## config.mk

```make
export PLATFORM = sky130hd
export DESIGN_NAME = seg7_scan_driver
export DESIGN_NICKNAME = d
export VERILOG_FILES = /design/src/rtl/seg7_pkg.sv /design/src/rtl/seg7_scan_driver_hex_to_seg7.sv /design/src/rtl/seg7_scan_driver.sv
export SDC_FILE = /design/constraint.sdc
export NUM_CORES = 1
export LEC_CHECK = 0
export BUFFER_PORTS_ARGS = -buffer_cell sky130_fd_sc_hd__buf_2
export CAP_MARGIN = 20
export CORE_MARGIN = 2
export CORE_UTILIZATION = 56
export DETAILED_ROUTE_END_ITERATION = 8
export PLACE_DENSITY = 0.83
export SKIP_CTS_REPAIR_TIMING = 1
export SYNTH_ARGS = -nofsm -noshare
export SYNTH_HDL_FRONTEND = slang
export SYNTH_SLANG_ARGS = --single-unit
```

## constraint.sdc

```tcl
create_clock -name CLK -period 2.9 [get_ports CLK]
set_input_delay 0.435 -clock CLK [delete_from_list [all_inputs] [get_ports CLK]]
set_output_delay 0.435 -clock CLK [all_outputs]
set_load 0.05 [all_outputs]
```

## src/rtl/seg7_pkg.sv

```systemverilog
// Shared definitions for seven-segment display blocks: segment table,
// active-low segment builder, digit count and the per-slot state type.
package seg7_pkg;

  localparam int NUM_DIGITS = 4;

  typedef enum logic [0:0] {
    BLANK = 1'b0,
    SHOW  = 1'b1
  } slot_state_e;

  // Active-high segments, bit order g,f,e,d,c,b,a, indexed by hex value.
  localparam logic [6:0] SEG_TABLE [16] = '{
    7'h3F, 7'h06, 7'h5B, 7'h4F, 7'h66, 7'h6D, 7'h7D, 7'h07,
    7'h7F, 7'h6F, 7'h77, 7'h7C, 7'h39, 7'h5E, 7'h79, 7'h71
  };

  function automatic logic [6:0] hex_seg_n(input logic [3:0] nibble);
    return ~SEG_TABLE[nibble];
  endfunction

endpackage

```

## src/rtl/seg7_scan_driver_hex_to_seg7.sv

```systemverilog
// Combinational nibble to active-low segment decoder built on the shared
// package table so other display blocks can reuse it unchanged.
module hex_to_seg7
  import seg7_pkg::*;
(
  input  logic [3:0] nibble,
  output logic [6:0] seg_n
);

  assign seg_n = hex_seg_n(nibble);

endmodule

```

## src/rtl/seg7_scan_driver.sv

```systemverilog
// Four-digit common-anode multiplexed hex display driver with per-frame input
// snapshot, inter-digit blanking and optional leading-zero suppression.
module seg7_scan_driver
  import seg7_pkg::*;
#(
  parameter int SCAN_DIV  = 50000,
  parameter int BLANK_CYC = 500,
  parameter int LZ_BLANK  = 0
) (
  input  logic        CLK,
  input  logic        RST,
  input  logic [15:0] DATA_IN,
  input  logic [3:0]  DP_IN,
  output logic [6:0]  SEG_N,
  output logic        DP_N,
  output logic [3:0]  AN_N,
  output logic        FRAME
);

  localparam int PH_W = $clog2(SCAN_DIV);
  localparam int DG_W = $clog2(NUM_DIGITS);
  localparam logic [PH_W-1:0] PH_LAST    = PH_W'(SCAN_DIV - 1);
  localparam logic [PH_W-1:0] BLANK_LAST = PH_W'(BLANK_CYC - 1);

  logic [PH_W-1:0] phase;
  logic [DG_W-1:0] digit;
  slot_state_e     state;
  logic [15:0]     shadow_data;
  logic [3:0]      shadow_dp;
  logic            snap;
  logic [3:0]      nibble;
  logic [6:0]      seg_dec;
  logic [3:0]      nib_zero;
  logic [3:0]      lz_mask;
  logic            digit_blank;

  assign snap   = (digit == '0) && (phase == '0);
  assign nibble = shadow_data[{digit, 2'b00} +: 4];

  // A digit is suppressed only when it and every digit to its left are zero;
  // the rightmost digit always shows.
  assign nib_zero[0] = (shadow_data[3:0]   == 4'h0);
  assign nib_zero[1] = (shadow_data[7:4]   == 4'h0);
  assign nib_zero[2] = (shadow_data[11:8]  == 4'h0);
  assign nib_zero[3] = (shadow_data[15:12] == 4'h0);
  assign lz_mask = (LZ_BLANK != 0) ?
                   {nib_zero[3],
                    nib_zero[3] & nib_zero[2],
                    nib_zero[3] & nib_zero[2] & nib_zero[1],
                    1'b0} : 4'b0000;
  assign digit_blank = lz_mask[digit];

  hex_to_seg7 u_dec (
    .nibble (nibble),
    .seg_n  (seg_dec)
  );

  // Counters, slot state and frame snapshot
  always_ff @(posedge CLK or negedge RST) begin
    if (!RST) begin
      phase       <= '0;
      digit       <= '0;
      state       <= BLANK;
      shadow_data <= '0;
      shadow_dp   <= '0;
      FRAME       <= 1'b0;
    end else begin
      if (phase == PH_LAST) begin
        phase <= '0;
        digit <= digit + 1'b1;
        state <= BLANK;
      end else begin
        phase <= phase + 1'b1;
        if (phase == BLANK_LAST) state <= SHOW;
      end
      if (snap) begin
        shadow_data <= DATA_IN;
        shadow_dp   <= DP_IN;
      end
      FRAME <= snap;
    end
  end

  // Registered display drive, one clock behind the counters
  always_ff @(posedge CLK or negedge RST) begin
    if (!RST) begin
      AN_N  <= 4'hF;
      SEG_N <= 7'h7F;
      DP_N  <= 1'b1;
    end else if (state == BLANK) begin
      AN_N  <= 4'hF;
      SEG_N <= 7'h7F;
      DP_N  <= 1'b1;
    end else begin
      AN_N  <= ~(4'b0001 << digit);
      SEG_N <= digit_blank ? 7'h7F : seg_dec;
      DP_N  <= ~shadow_dp[digit];
    end
  end

endmodule
```

==> Yosys cells after proc, flatten, opt, wreduce, memory -nomap -nowiden <==
Memory sizes are Yosys's and may differ from the RTL's.
Cells that the tools add are included.
{ "totals": {"ff_bits": 52, "mem_bits_ro": 112, "input_bits": 22, "output_inout_bits": 13, "n_memories": 1} }
{ "mem_list": {"columns": ["name", "words", "word_bits", "rd", "rd_ports_with_merged_regs", "write_ports", "line", "rtl"], "rows": [
  ["(name not given)", 16, 7, 1, 0, 0, "seg7_pkg.sv:19", "return ~SEG_TABLE[nibble];"]
]} }
{ "classes": {"n_addsub": 2, "magnitude_cmp": 2, "eq_ne": 2, "n_shift": 2, "mux": 13, "bitwise": 4, "reduce_logical": 4} }
{ "ops": {"columns": ["op", "count"], "rows": [
  ["$mux 7", 4],
  ["$add 16x1->16 const B", 1],
  ["$eq 16x16->1 const B", 1],
  ["$eq 16x9->1 const B", 1],
  ["$logic_not 16->1", 1],
  ["$mux 16", 1],
  ["$shiftx 16x5->4", 1],
  ["$not 7->7", 1],
  ["$ge 5x5->1 const B", 1],
  ["$mux 1", 5],
  ["$not 4->5", 1],
  ["$bmux 1 s2", 2],
  ["$mux 4", 1],
  ["$not 4->4", 1],
  ["$shl 1x2->4 const A", 1],
  ["$lt 2x3->1 const B", 1],
  ["$add 2x1->2 const B", 1],
  ["$logic_not 2->1", 1],
  ["$reduce_bool 2->1", 1],
  ["$logic_and 1x1->1", 1],
  ["$not 1->1", 1]
]} }

==> Logic depth before layout (Yosys ltp) <==
{ "depth": {"ltp_word": 8, "ltp_mapped": 7} }

==> Hierarchy <==
Synthesis repeated with hierarchy kept, for this count alone.
{ "hier_totals": {"cells_unflattened": 204, "area_unflattened_um2": 2622.5} }
{ "modules_own_cells": {"columns": ["mod", "n_inst", "cells_per_inst", "area_each_um2"], "rows": [
  ["seg7_scan_driver", 1, 173, 2369.8],
  ["hex_to_seg7", 1, 31, 252.7]
]} }

==> Least setup slack after synthesis <==
No wires, ideal clock.
{ "synth_path": {"path_type": "register -> register", "startpoint": "register digit[0]", "endpoint": "register SEG_N[3]", "setup_time_ns": 0.087, "arrival_ns": 1.933, "required_time_ns": 2.813, "path_slack_ns": 0.880, "path_stages_with_launch": 8, "path_buffers": 1, "cell_sequence": "dfrtp_1 buf_6 mux4_2 inv_1 ha_1 inv_1 mux4_2 nand2b_1"} }
{ "synth_between": {"elab_chain_cells": 8, "elab_cells_between_ends": 10, "cone_classes": "shift: 1; mux: 6; bitwise: 2; memory: 1"} }
{ "synth_lines": {"columns": ["item", "line", "rtl"], "rows": [
  ["start, declared", "seg7_scan_driver.sv:26", "logic [DG_W-1:0] digit;"],
  ["start signal, assigned", "seg7_scan_driver.sv:70", "digit <= digit + 1'b1;"],
  ["$shiftx 16x5->4", "seg7_scan_driver.sv:38", "assign nibble = shadow_data[{digit, 2'b00} +: 4];"],
  ["$not 4->5 (not written as such)", "seg7_pkg.sv:19", null],
  ["$mem_v2 16x7", null, null],
  ["$mux 7 (not written as such) (2 in a row)", "seg7_pkg.sv:19", null],
  ["$not 7->7", "seg7_pkg.sv:19", null],
  ["$mux 7 (*)", "seg7_scan_driver.sv:96", "SEG_N <= digit_blank ? 7'h7F : seg_dec;"],
  ["$mux 7 (*)", "seg7_scan_driver.sv:90", "end else if (state == BLANK) begin"],
  ["end signal, assigned", "seg7_scan_driver.sv:96", null],
  ["end, declared", "seg7_scan_driver.sv:14", "output logic [6:0] SEG_N,"]
]} }
Mark *: on every way between the ends. The rest lies on a longest branch, timed or not. The select of a mux whose other input is x is not followed.
A chain may end at the register's enable or synchronous reset.

==> Worst setup path in the final report <==
Same ends and word-level chain as after synthesis.

==> results.yml <==
placement:
  dp_cells: 279
  hpwl_um: 2960
  gp_congestion: 0.883
  numPortBuffers: 34
timing:
  min_period_over_period_pct: 77.6
  setup_violations: 0
  worst_pin_slew_ns: 0.510
  clock_skew_ns: 0.0102
  hold_viol_final: 0
  slew-limit-headroom_pct: 65.9
  fmax_mhz: 444
  grt_setup_unrepaired: "false"
  layout_min_cycle_time_ns: 2.25
  drv_slew: 0
  whs_ns: 0.0779
  setup_tns_ns: 0
critical_path:
  path_max_fanout: 8
  startpoint_type: "flop"
  crit_path_end: "SEG_N[3]"
  r2r_start: "digit[0]"
  timing.reg2reg.worst_path_depth: 6
  crit_start: "digit[0]"
  worst-setup-path-type: "reg -> reg"
  cp.buffers_inverters: 2
  crit_cells: 6
  cp.required_ns: 3.13
  max_stage_delay_ns: 0.62
  arrival_ns: 2.48
  regToRegEndpoint: "SEG_N[3]"
  cp-end-kind: "flop"
  cp_top_family: "multiplexers"
  slowest_stage: "mux4_2"
  crit_path_cell_trace: "mux4_2 -> inv_1 -> ha_1 -> inv_1 -> mux4_2 -> nand2b_1"
  ff2ff_setup_slack_ns: 0.65
finish:
  final_util_pct: 64.9
  seq_area_mm2: 0.00132
  layout.nets: 269
  fillers: 317
  area_growth_pct: 12.7
  drive_above_1_share_pct: 34.0
  multi_input_area_mm2: 0.00107
  layout_common_cells: "dfrtp_1 (40), buf_2 (34), mux2_2 (20)"
  num_antenna_cells: 0
  layout.cells.non_filler: 287
  final_common_cell: "dfrtp_1"
routing:
  wl_um: 3990
  dr.first_iter.drc_count: 106
  post_drt_wl_per_cell_um: 13.9
  drtPass1Iterations: 4
  ant_nets: 0
  viasPerCell: 5.62
  drc: 0
  vias: 1614
yosys:
  syn_area_mm2: 0.00247
  synth.largest_area_cell: "dfrtp_1"
  avgSynthCellArea_um2: 12.4
  yosysSeqAreaShare_pct: 53.2
  synthTopCellsByArea: "dfrtp_1 (40%), dfstp_2 (13%), mux2_2 (9.1%)"
  ys_types: 36
  synth-seq-cells: 52
  synth_top_area_share_pct: 40.5
  synthCells: 199
  synth_fp_nets: 234
  synth_warnings: 0
grt:
  grtUsageTotal_pct: 17.7
  grt_pass1_vias: 1482
  antenna_found_initial: 0
  grt_overflow: 0
  grt_max_degree: 32
  grt_pass1_wl_um: 6870
clock_tree:
  cts-root-buf: "clkbuf_8"
  htree_levels: 2
  clock_latency_ns: 0.30
  cts_num_sinks: 52
  clk_path_buf_depth: 2
  numCtsBuffers: 5
  clkTransAtPathRegs_ns: 0.09
  cts_tree: "yes"
die:
  num_rows: 24
  die_area_mm2: 0.00496
  core_area_mm2: 0.00429
  start_util_pct: 57.6
  ios: 35
  die-width_um: 70.4
  chipHeight_um: 70.4
run_status:
  status: "complete, no violations"
pwr:
  leakagePower_nw: 1.23
  vdd_drop_max_mv: 0.358
  power_mw: 1.30
  p_per_area_mw_per_mm2: 465
hold_path:
  min_path_type: "in -> async"
run:
  maxCapViolCount: 0
-- routing by layer --
layer  up-vias  global-route usage [%]  share of wire (%)
met5         -                       0                  0
met4         0                    6.84                1.6
met3         8                    3.61                3.6
met2        44                    26.2                 48
met1       789                    25.8                 47
li1        773                       -                  -
-- worst min path at each step --
stage / start / cells after the start / to / slack, ns
detailed placement: RST / 1 / phase[9] / 0.41
finish: RST / 1 / phase[11] / 0.08
global route: RST / 1 / phase[9] / 0.10
CTS: RST / 1 / phase[9] / 0.09
floorplan: RST / 0 / FRAME / 0.14
global placement: RST / 1 / phase[9] / 0.40
-- synth_stat cells --
library cell,n
ha_1,13
o21ai_0,5
a21oi_1,6
nor2_1,13
mux2i_1,3
dfstp_2,12
nand3_1,4
inv_1,10
nor2b_1,2
and4b_1,1
buf_4,2
a211oi_1,1
nor4b_1,1
nand2_1,13
nor4_1,1
mux4_2,4
mux4_1,2
nand2b_1,2
buf_2,3
buf_6,1
and3_1,2
clkbuf_1,2
a31oi_1,3
a2111oi_0,1
o311ai_0,1
dfrtp_1,40
nand4_1,5
and4_1,3
mux2_2,20
or3_1,3
xnor2_1,6
xor2_1,6
nor3_1,5
nand3b_1,1
a21o_1,1
a211o_1,1
-- sequential cells by signal, indices dropped and copies added, names as in the netlist --
signal and flops:
SEG_N 7, state 1, AN_N 4, phase 16
DP_N 1, shadow_dp 4, shadow_data 16, FRAME 1
digit 2
-- power by group --
part | switching (mW) | internal (mW) | leakage [nW] | total, mW
clock | 0.220 | 0.256 | 0.0552 | 0.476
combinational | 0.0372 | 0.0353 | 0.548 | 0.0725
sequential | 0.00718 | 0.740 | 0.624 | 0.747
total | 0.264 | 1.03 | 1.23 | 1.30
-- kinds of logic after synthesis --
group | count (synthesis) | synth area share, %
flip-flops | 52 | 53.2
buffers and inverters | 18 | 3.49
XOR/XNOR | 12 | 4.25
AND/OR/NAND/NOR | 56 | 11.7
AO/OA/AOI/OAI | 19 | 4.66
multiplexers | 29 | 16.1
adder cells (fa/ha/maj) | 13 | 6.58
-- metrics by stage --
step / cell area, um^2 / setup slack (ns)
3_5_place_dp: 2680 / 0.670
6_report: 2790 / 0.650
2_1_floorplan: 2470 / 0.880
3_3_place_gp: 2680 / 0.731
5_1_grt: 2790 / 0.511
4_1_cts: 2790 / 0.644
-- area by class of cell --
class	instances	share of cell area (%)
clock buffer	6	2.60
clock inverter	2	1.26
inverter	10	1.35
multi-input combinational	129	38.6
sequential	52	47.2
tap	52	2.33
timing repair buffer	36	6.65
Note: power is estimated with default switching activity, not from simulation.
